### src/rtl/multicycle_control_fsm_if.sv
// Control bundle between the multicycle FSM and the datapath/memory it sequences.
// Latency: none (wires only).
// Backpressure: mem_ready from memory stalls the FSM in its memory states.
interface multicycle_control_fsm_if #(
    parameter int COUNT_WIDTH = 32
);
    logic [6:0]             opcode;
    logic                   zero;
    logic                   mem_ready;

    logic                   pc_write;
    logic                   pc_source;
    logic                   ir_write;
    logic                   iord;
    logic                   mem_read;
    logic                   mem_write;
    logic                   reg_write;
    logic                   mem_to_reg;
    logic                   alu_src_a;
    logic [1:0]             alu_src_b;
    logic [1:0]             alu_op;
    logic                   illegal;
    logic [3:0]             state;
    logic [COUNT_WIDTH-1:0] retired;

    modport master (
        input  opcode, zero, mem_ready,
        output pc_write, pc_source, ir_write, iord, mem_read, mem_write,
               reg_write, mem_to_reg, alu_src_a, alu_src_b, alu_op,
               illegal, state, retired
    );

    modport slave (
        output opcode, zero, mem_ready,
        input  pc_write, pc_source, ir_write, iord, mem_read, mem_write,
               reg_write, mem_to_reg, alu_src_a, alu_src_b, alu_op,
               illegal, state, retired
    );
endinterface

### src/rtl/multicycle_control_fsm.sv
// Main control FSM for the multicycle RV32I-subset datapath, plus a retired-instruction counter.
// Latency: LOAD 5, STORE 4, R/I-ALU 4, BRANCH 3 cycles with memory always ready.
// Backpressure: mem_ready low holds FETCH/MEMRD/MEMWR with request and address select stable.
module multicycle_control_fsm #(
    parameter int COUNT_WIDTH = 32
) (
    input logic                     clk,
    input logic                     rst,
    multicycle_control_fsm_if.master bus
);

    typedef enum logic [3:0] {
        S_FETCH   = 4'd0,
        S_DECODE  = 4'd1,
        S_MEMADDR = 4'd2,
        S_MEMRD   = 4'd3,
        S_LOADWB  = 4'd4,
        S_MEMWR   = 4'd5,
        S_EXEC_R  = 4'd6,
        S_EXEC_I  = 4'd7,
        S_ALUWB   = 4'd8,
        S_BRANCH  = 4'd9,
        S_ILLEGAL = 4'd10
    } state_t;

    localparam logic [6:0] OP_R      = 7'b0110011;
    localparam logic [6:0] OP_I      = 7'b0010011;
    localparam logic [6:0] OP_LOAD   = 7'b0000011;
    localparam logic [6:0] OP_STORE  = 7'b0100011;
    localparam logic [6:0] OP_BRANCH = 7'b1100011;

    localparam logic [COUNT_WIDTH-1:0] COUNT_ONE = {{(COUNT_WIDTH-1){1'b0}}, 1'b1};

    // Per-state control word; fetch_wr and branch_wr mark the two enables
    // that must follow mem_ready / zero within the same cycle.
    typedef struct packed {
        logic       pc_source;
        logic       iord;
        logic       mem_read;
        logic       mem_write;
        logic       reg_write;
        logic       mem_to_reg;
        logic       alu_src_a;
        logic [1:0] alu_src_b;
        logic [1:0] alu_op;
        logic       illegal;
        logic       fetch_wr;
        logic       branch_wr;
    } ctrl_t;

    function automatic ctrl_t decode_ctrl(input state_t s);
        ctrl_t c;
        c = '0;
        case (s)
            S_FETCH: begin
                c.mem_read  = 1'b1;
                c.alu_src_b = 2'b01;
                c.fetch_wr  = 1'b1;
            end
            S_DECODE: begin
                c.alu_src_b = 2'b10;
            end
            S_MEMADDR: begin
                c.alu_src_a = 1'b1;
                c.alu_src_b = 2'b10;
            end
            S_MEMRD: begin
                c.mem_read = 1'b1;
                c.iord     = 1'b1;
            end
            S_LOADWB: begin
                c.reg_write  = 1'b1;
                c.mem_to_reg = 1'b1;
            end
            S_MEMWR: begin
                c.mem_write = 1'b1;
                c.iord      = 1'b1;
            end
            S_EXEC_R: begin
                c.alu_src_a = 1'b1;
                c.alu_src_b = 2'b00;
                c.alu_op    = 2'b10;
            end
            S_EXEC_I: begin
                c.alu_src_a = 1'b1;
                c.alu_src_b = 2'b10;
                c.alu_op    = 2'b10;
            end
            S_ALUWB: begin
                c.reg_write = 1'b1;
            end
            S_BRANCH: begin
                c.alu_src_a = 1'b1;
                c.alu_src_b = 2'b00;
                c.alu_op    = 2'b01;
                c.pc_source = 1'b1;
                c.branch_wr = 1'b1;
            end
            S_ILLEGAL: begin
                c.illegal = 1'b1;
            end
            default: c = '0;
        endcase
        return c;
    endfunction

    state_t                 state_q;
    state_t                 state_nxt;
    ctrl_t                  ctrl_q;
    logic [COUNT_WIDTH-1:0] retired_q;
    logic                   retire;

    always_comb begin
        state_nxt = S_FETCH;
        case (state_q)
            S_FETCH:   state_nxt = bus.mem_ready ? S_DECODE : S_FETCH;
            S_DECODE: begin
                case (bus.opcode)
                    OP_LOAD, OP_STORE: state_nxt = S_MEMADDR;
                    OP_R:              state_nxt = S_EXEC_R;
                    OP_I:              state_nxt = S_EXEC_I;
                    OP_BRANCH:         state_nxt = S_BRANCH;
                    default:           state_nxt = S_ILLEGAL;
                endcase
            end
            S_MEMADDR: state_nxt = (bus.opcode == OP_STORE) ? S_MEMWR : S_MEMRD;
            S_MEMRD:   state_nxt = bus.mem_ready ? S_LOADWB : S_MEMRD;
            S_LOADWB:  state_nxt = S_FETCH;
            S_MEMWR:   state_nxt = bus.mem_ready ? S_FETCH : S_MEMWR;
            S_EXEC_R:  state_nxt = S_ALUWB;
            S_EXEC_I:  state_nxt = S_ALUWB;
            S_ALUWB:   state_nxt = S_FETCH;
            S_BRANCH:  state_nxt = S_FETCH;
            S_ILLEGAL: state_nxt = S_ILLEGAL;
            default:   state_nxt = S_FETCH;
        endcase
    end

    assign retire = (state_q == S_LOADWB) || (state_q == S_ALUWB) ||
                    (state_q == S_BRANCH) || ((state_q == S_MEMWR) && bus.mem_ready);

    // Control word is registered from the next state so it lines up with state_q.
    always_ff @(posedge clk or posedge rst) begin
        if (rst) begin
            state_q   <= S_FETCH;
            ctrl_q    <= decode_ctrl(S_FETCH);
            retired_q <= '0;
        end else begin
            state_q <= state_nxt;
            ctrl_q  <= decode_ctrl(state_nxt);
            if (retire) begin
                retired_q <= retired_q + COUNT_ONE;
            end
        end
    end

    always_comb begin
        bus.pc_write   = 1'b0;
        bus.pc_source  = 1'b0;
        bus.ir_write   = 1'b0;
        bus.iord       = 1'b0;
        bus.mem_read   = 1'b0;
        bus.mem_write  = 1'b0;
        bus.reg_write  = 1'b0;
        bus.mem_to_reg = 1'b0;
        bus.alu_src_a  = 1'b0;
        bus.alu_src_b  = 2'b00;
        bus.alu_op     = 2'b00;
        bus.illegal    = 1'b0;
        if (!rst) begin
            bus.pc_source  = ctrl_q.pc_source;
            bus.iord       = ctrl_q.iord;
            bus.mem_read   = ctrl_q.mem_read;
            bus.mem_write  = ctrl_q.mem_write;
            bus.reg_write  = ctrl_q.reg_write;
            bus.mem_to_reg = ctrl_q.mem_to_reg;
            bus.alu_src_a  = ctrl_q.alu_src_a;
            bus.alu_src_b  = ctrl_q.alu_src_b;
            bus.alu_op     = ctrl_q.alu_op;
            bus.illegal    = ctrl_q.illegal;
            bus.ir_write   = ctrl_q.fetch_wr & bus.mem_ready;
            bus.pc_write   = (ctrl_q.fetch_wr & bus.mem_ready) | (ctrl_q.branch_wr & bus.zero);
        end
    end

    assign bus.state   = state_q;
    assign bus.retired = retired_q;

endmodule

### src/flat_wrapper.sv
// flat-port wrapper written by rule: the top's interface ports become plain ports
module multicycle_control_fsm_flat 
#(
    parameter int COUNT_WIDTH = 32
)
  (clk, rst, bus_opcode, bus_zero, bus_mem_ready, bus_pc_write, bus_pc_source, bus_ir_write, bus_iord, bus_mem_read, bus_mem_write, bus_reg_write, bus_mem_to_reg, bus_alu_src_a, bus_alu_src_b, bus_alu_op, bus_illegal, bus_state, bus_retired);
  multicycle_control_fsm_if #(.COUNT_WIDTH(COUNT_WIDTH)) bus_i ();
  input logic clk;
  input logic rst;
  input wire logic [$bits(bus_i.opcode)-1:0] bus_opcode;
  input wire logic [$bits(bus_i.zero)-1:0] bus_zero;
  input wire logic [$bits(bus_i.mem_ready)-1:0] bus_mem_ready;
  output wire logic [$bits(bus_i.pc_write)-1:0] bus_pc_write;
  output wire logic [$bits(bus_i.pc_source)-1:0] bus_pc_source;
  output wire logic [$bits(bus_i.ir_write)-1:0] bus_ir_write;
  output wire logic [$bits(bus_i.iord)-1:0] bus_iord;
  output wire logic [$bits(bus_i.mem_read)-1:0] bus_mem_read;
  output wire logic [$bits(bus_i.mem_write)-1:0] bus_mem_write;
  output wire logic [$bits(bus_i.reg_write)-1:0] bus_reg_write;
  output wire logic [$bits(bus_i.mem_to_reg)-1:0] bus_mem_to_reg;
  output wire logic [$bits(bus_i.alu_src_a)-1:0] bus_alu_src_a;
  output wire logic [$bits(bus_i.alu_src_b)-1:0] bus_alu_src_b;
  output wire logic [$bits(bus_i.alu_op)-1:0] bus_alu_op;
  output wire logic [$bits(bus_i.illegal)-1:0] bus_illegal;
  output wire logic [$bits(bus_i.state)-1:0] bus_state;
  output wire logic [$bits(bus_i.retired)-1:0] bus_retired;
  assign bus_i.opcode = bus_opcode;
  assign bus_i.zero = bus_zero;
  assign bus_i.mem_ready = bus_mem_ready;
  assign bus_pc_write = bus_i.pc_write;
  assign bus_pc_source = bus_i.pc_source;
  assign bus_ir_write = bus_i.ir_write;
  assign bus_iord = bus_i.iord;
  assign bus_mem_read = bus_i.mem_read;
  assign bus_mem_write = bus_i.mem_write;
  assign bus_reg_write = bus_i.reg_write;
  assign bus_mem_to_reg = bus_i.mem_to_reg;
  assign bus_alu_src_a = bus_i.alu_src_a;
  assign bus_alu_src_b = bus_i.alu_src_b;
  assign bus_alu_op = bus_i.alu_op;
  assign bus_illegal = bus_i.illegal;
  assign bus_state = bus_i.state;
  assign bus_retired = bus_i.retired;
  multicycle_control_fsm #(.COUNT_WIDTH(COUNT_WIDTH)) u_core (.clk(clk), .rst(rst), .bus(bus_i));
endmodule
### config.mk
export PLATFORM = sky130hd
export DESIGN_NAME = multicycle_control_fsm_flat
export DESIGN_NICKNAME = d
export VERILOG_FILES = /design/src/rtl/multicycle_control_fsm_if.sv /design/src/rtl/multicycle_control_fsm.sv /design/src/flat_wrapper.sv
export SDC_FILE = /design/constraint.sdc
export NUM_CORES = 1
export LEC_CHECK = 0
export CAP_MARGIN = 20
export CELL_PAD_IN_SITES_DETAIL_PLACEMENT = 2
export CELL_PAD_IN_SITES_GLOBAL_PLACEMENT = 2
export CORE_MARGIN = 2
export CORE_UTILIZATION = 25
export CTS_CLUSTER_SIZE = 16
export DETAILED_ROUTE_END_ITERATION = 7
export GPL_ROUTABILITY_DRIVEN = 0
export PLACE_DENSITY = 0.71
export SYNTH_ARGS = -nofsm -noshare
export SYNTH_HDL_FRONTEND = slang
export SYNTH_SLANG_ARGS = --single-unit
### constraint.sdc
create_clock -name clk -period 1.8 [get_ports clk]
set_input_delay 0.18 -clock clk [delete_from_list [all_inputs] [get_ports clk]]
set_output_delay 0.18 -clock clk [all_outputs]
set_load 0.02 [all_outputs]
==> flow_summary.json <==
{
  "outcome": "finished with violations",
  "violations": "setup timing",
  "grt_pass1_vias": 2341,
  "power.leakage_nw": 1.98,
  "fp.dieH_um": 103,
  "clkSinkCount": 48,
  "worstPathMaxFanout": 7,
  "syn_area_per_cell_um2": 11.0,
  "yosysWarnings": 0,
  "grt_max_degree": 49,
  "cts_root_buffer": "clkbuf_8",
  "synth_area_mm2": 0.00243,
  "fin_skew_ns": 0.00775,
  "wl_per_cell_um": 16.6,
  "critPathLaunch": "u_core.bus.state[2]",
  "final_antenna_net_count": 0,
  "wirelength_um": 7820,
  "fp.dieArea_mm2": 0.0105,
  "ctsHoldBuffers": 0,
  "track_usage_pct": 15.0,
  "cts_made_buffers": 5,
  "vias": 2137,
  "clkTransAtPathRegs_ns": 0.09,
  "synthDistinctLibCells": 53,
  "worstSetupPathType": "reg -> reg",
  "dp.final_hpwl_um": 5320,
  "reg2reg_from": "u_core.bus.state[2]",
  "antenna_found_initial": 0,
  "synth_most_common_cell": "dfrtp_1",
  "hold_viol": 0,
  "netlist_top_cells_area": "dfrtp_1 (46%), xnor2_1 (6.1%), xor2_1 (5.1%)",
  "dr.pass1.iters": 4,
  "die_w_um": 103,
  "grt.overflow.total": 0,
  "min_period_ns": 1.88,
  "hold_path_class": "in -> async",
  "cts-htree-levels": 2,
  "synth_edf_count": 0,
  "ys_seq_area_share_pct": 49.7,
  "fin_ws_ns": -0.0847,
  "insertedDiodeCount": 0,
  "clk_latency_ns": 0.31,
  "vias_per_cell": 4.55,
  "peakVddDrop_mv": 0.578,
  "whs_ns": 0.470,
  "netlist_top_cells_count": "dfrtp_1 (45), xnor2_1 (17), nor2_1 (16), nor2b_1 (16), xor2_1 (14)",
  "drc": 0,
  "final.period_utilization_pct": 105,
  "core_mm2": 0.00933,
  "worst_ep_arrival_time_ns": 2.10,
  "worstRegToRegCells": 6,
  "final_cells": 470,
  "power_density_mw_per_mm2": 1180,
  "syn_nets": 233,
  "drv_slew": 0,
  "fin_nets": 352,
  "syn_to_final_growth_pct": 62.9,
  "slew_headroom_pct": 59.3,
  "ys_ff_latch": 48,
  "grt_pass1_wl_um": 12100,
  "worst_pin_slew_ns": 0.611,
  "cp-end-kind": "register",
  "syn_inst": 221,
  "cts_tree": "yes",
  "rsz0062_at_grt": "true",
  "clockBufferDepth": 2,
  "synth_top_area_share_pct": 46.4,
  "total_power_mw": 4.67,
  "ios": 61,
  "num_rows": 35,
  "max_freq_ghz": 0.531,
  "start_kind": "register",
  "finalSetupViolations": 3,
  "synthFlopType": "dfrtp_1",
  "initial_core_util_pct": 26.0,
  "io_buffer_count": 60,
  "synth_top_area_cell": "dfrtp_1",
  "crit_required_ns": 2.02,
  "drv_cap": 0,
  "drt_first_iter_violations": 37,
  "async_flop_share_pct": 100,
  "drive_above_1_share_pct": 36.1,
  "dp_cells": 449
}
[what timing repair did]
| item | in CTS | in global routing |
|---|---|---|
| gates resized for setup | 18 | 36 |
| buffers inserted | 6 | 6 |
| pin swaps | 7 | 7 |
| cloned | 0 | 1 |
| endpoints found under the setup margin | 29 | 40 |
[area by class of cell]
class                   count  area [um2]
fillers                   981        5380
multi-input cells         155        1310
flip-flops and latches     48        1220
repair buffers            119        1080
well taps                 129         161
clock buffers               5        68.8
clock inverters             3        68.8
inverters                  11        46.3
[logic make-up (layout without fill, tap and decap cells)]
family / after synthesis / in the layout / share of synthesized area (%)
compound gates: 16 / 16 / 5.52
simple gates: 105 / 105 / 28.5
xor+xnor: 31 / 31 / 11.2
flops: 48 / 48 / 49.7
buf+inv: 18 / 138 / 3.71
fa+ha+maj: 1 / 1 / 0.516
mux: 2 / 2 / 0.877
[where the power goes]
part           internal (mW)  switching [mW]  leakage, nW  total [mW]
Clock                  0.559           0.386       0.0687       0.945
Combinational           1.15            1.16         1.29        2.31
Sequential              1.29           0.129        0.617        1.42
[critical path, stage by stage, from the launching register on]
cell and delay (ns):
dfrtp_2 0.47, buf_4 0.18, o21ai_0 0.33, o311ai_4 0.22
a221oi_2 0.33, a41oi_1 0.07, o22ai_1 0.20
[final timing paths]
check	slack (ns)	end
max reg2reg	-0.08	u_core.ctrl_q[6]
min reg2reg	0.49	u_core.bus.retired[31]
max	-0.08	u_core.ctrl_q[6]
min	0.47	u_core.bus.retired[9]
max in group asynchronous	0.89	u_core.bus.state[0]
min in group clk	0.49	u_core.bus.retired[31]
[state kept, by name, summed over array words and instances (netlist names)]
| signal | flops |
|---|---|
| u_core.ctrl_q | 12 |
| u_core.bus.retired | 32 |
| u_core.bus.state | 4 |
[routing by layer]
layer / GRT usage (%) / part of all wire [%]
met1: 18.5 / 43
met2: 26.2 / 52
met3: 2.64 / 3.1
met4: 5.64 / 1.7
met5: 0 / 0
[layout by cell type, fill, tap and decap left out, types with 3 or more instances in the layout]
| master | Yosys | layout |
|---|---|---|
| nand2_1 | 13 | 12 |
| o211ai_1 | 3 | 3 |
| dfstp_2 | 3 | 3 |
| dlymetal6s2s_1 | 0 | 11 |
| and3b_1 | 3 | 3 |
| nor2b_1 | 16 | 13 |
| dfrtp_2 | 0 | 11 |
| nor2_1 | 16 | 13 |
| dfrtp_1 | 45 | 34 |
| and3_1 | 8 | 7 |
| nand4_1 | 6 | 6 |
| buf_4 | 3 | 55 |
| nor2b_2 | 0 | 3 |
| xor2_1 | 14 | 14 |
| or4b_4 | 1 | 3 |
| nand3_1 | 13 | 10 |
| xnor2_1 | 17 | 17 |
| buf_6 | 1 | 3 |
| clkdlybuf4s50_1 | 0 | 47 |
| clkbuf_8 | 0 | 5 |
| inv_1 | 10 | 8 |
[per-stage QoR]
stage	TNS [ns]	util [%]	cell area, um2	setup WS (ns)
2_1_floorplan	0	-	2440	0.00281
3_3_place_gp	-4.53	37.5	3500	-0.208
3_5_place_dp	-6.20	37.5	3500	-0.230
4_1_cts	-0.00293	40.3	3760	-0.00194
5_1_grt	-1.49	42.4	3950	-0.175
6_report	-0.104	42.4	3950	-0.0847
(Power assumes the default switching activity.)
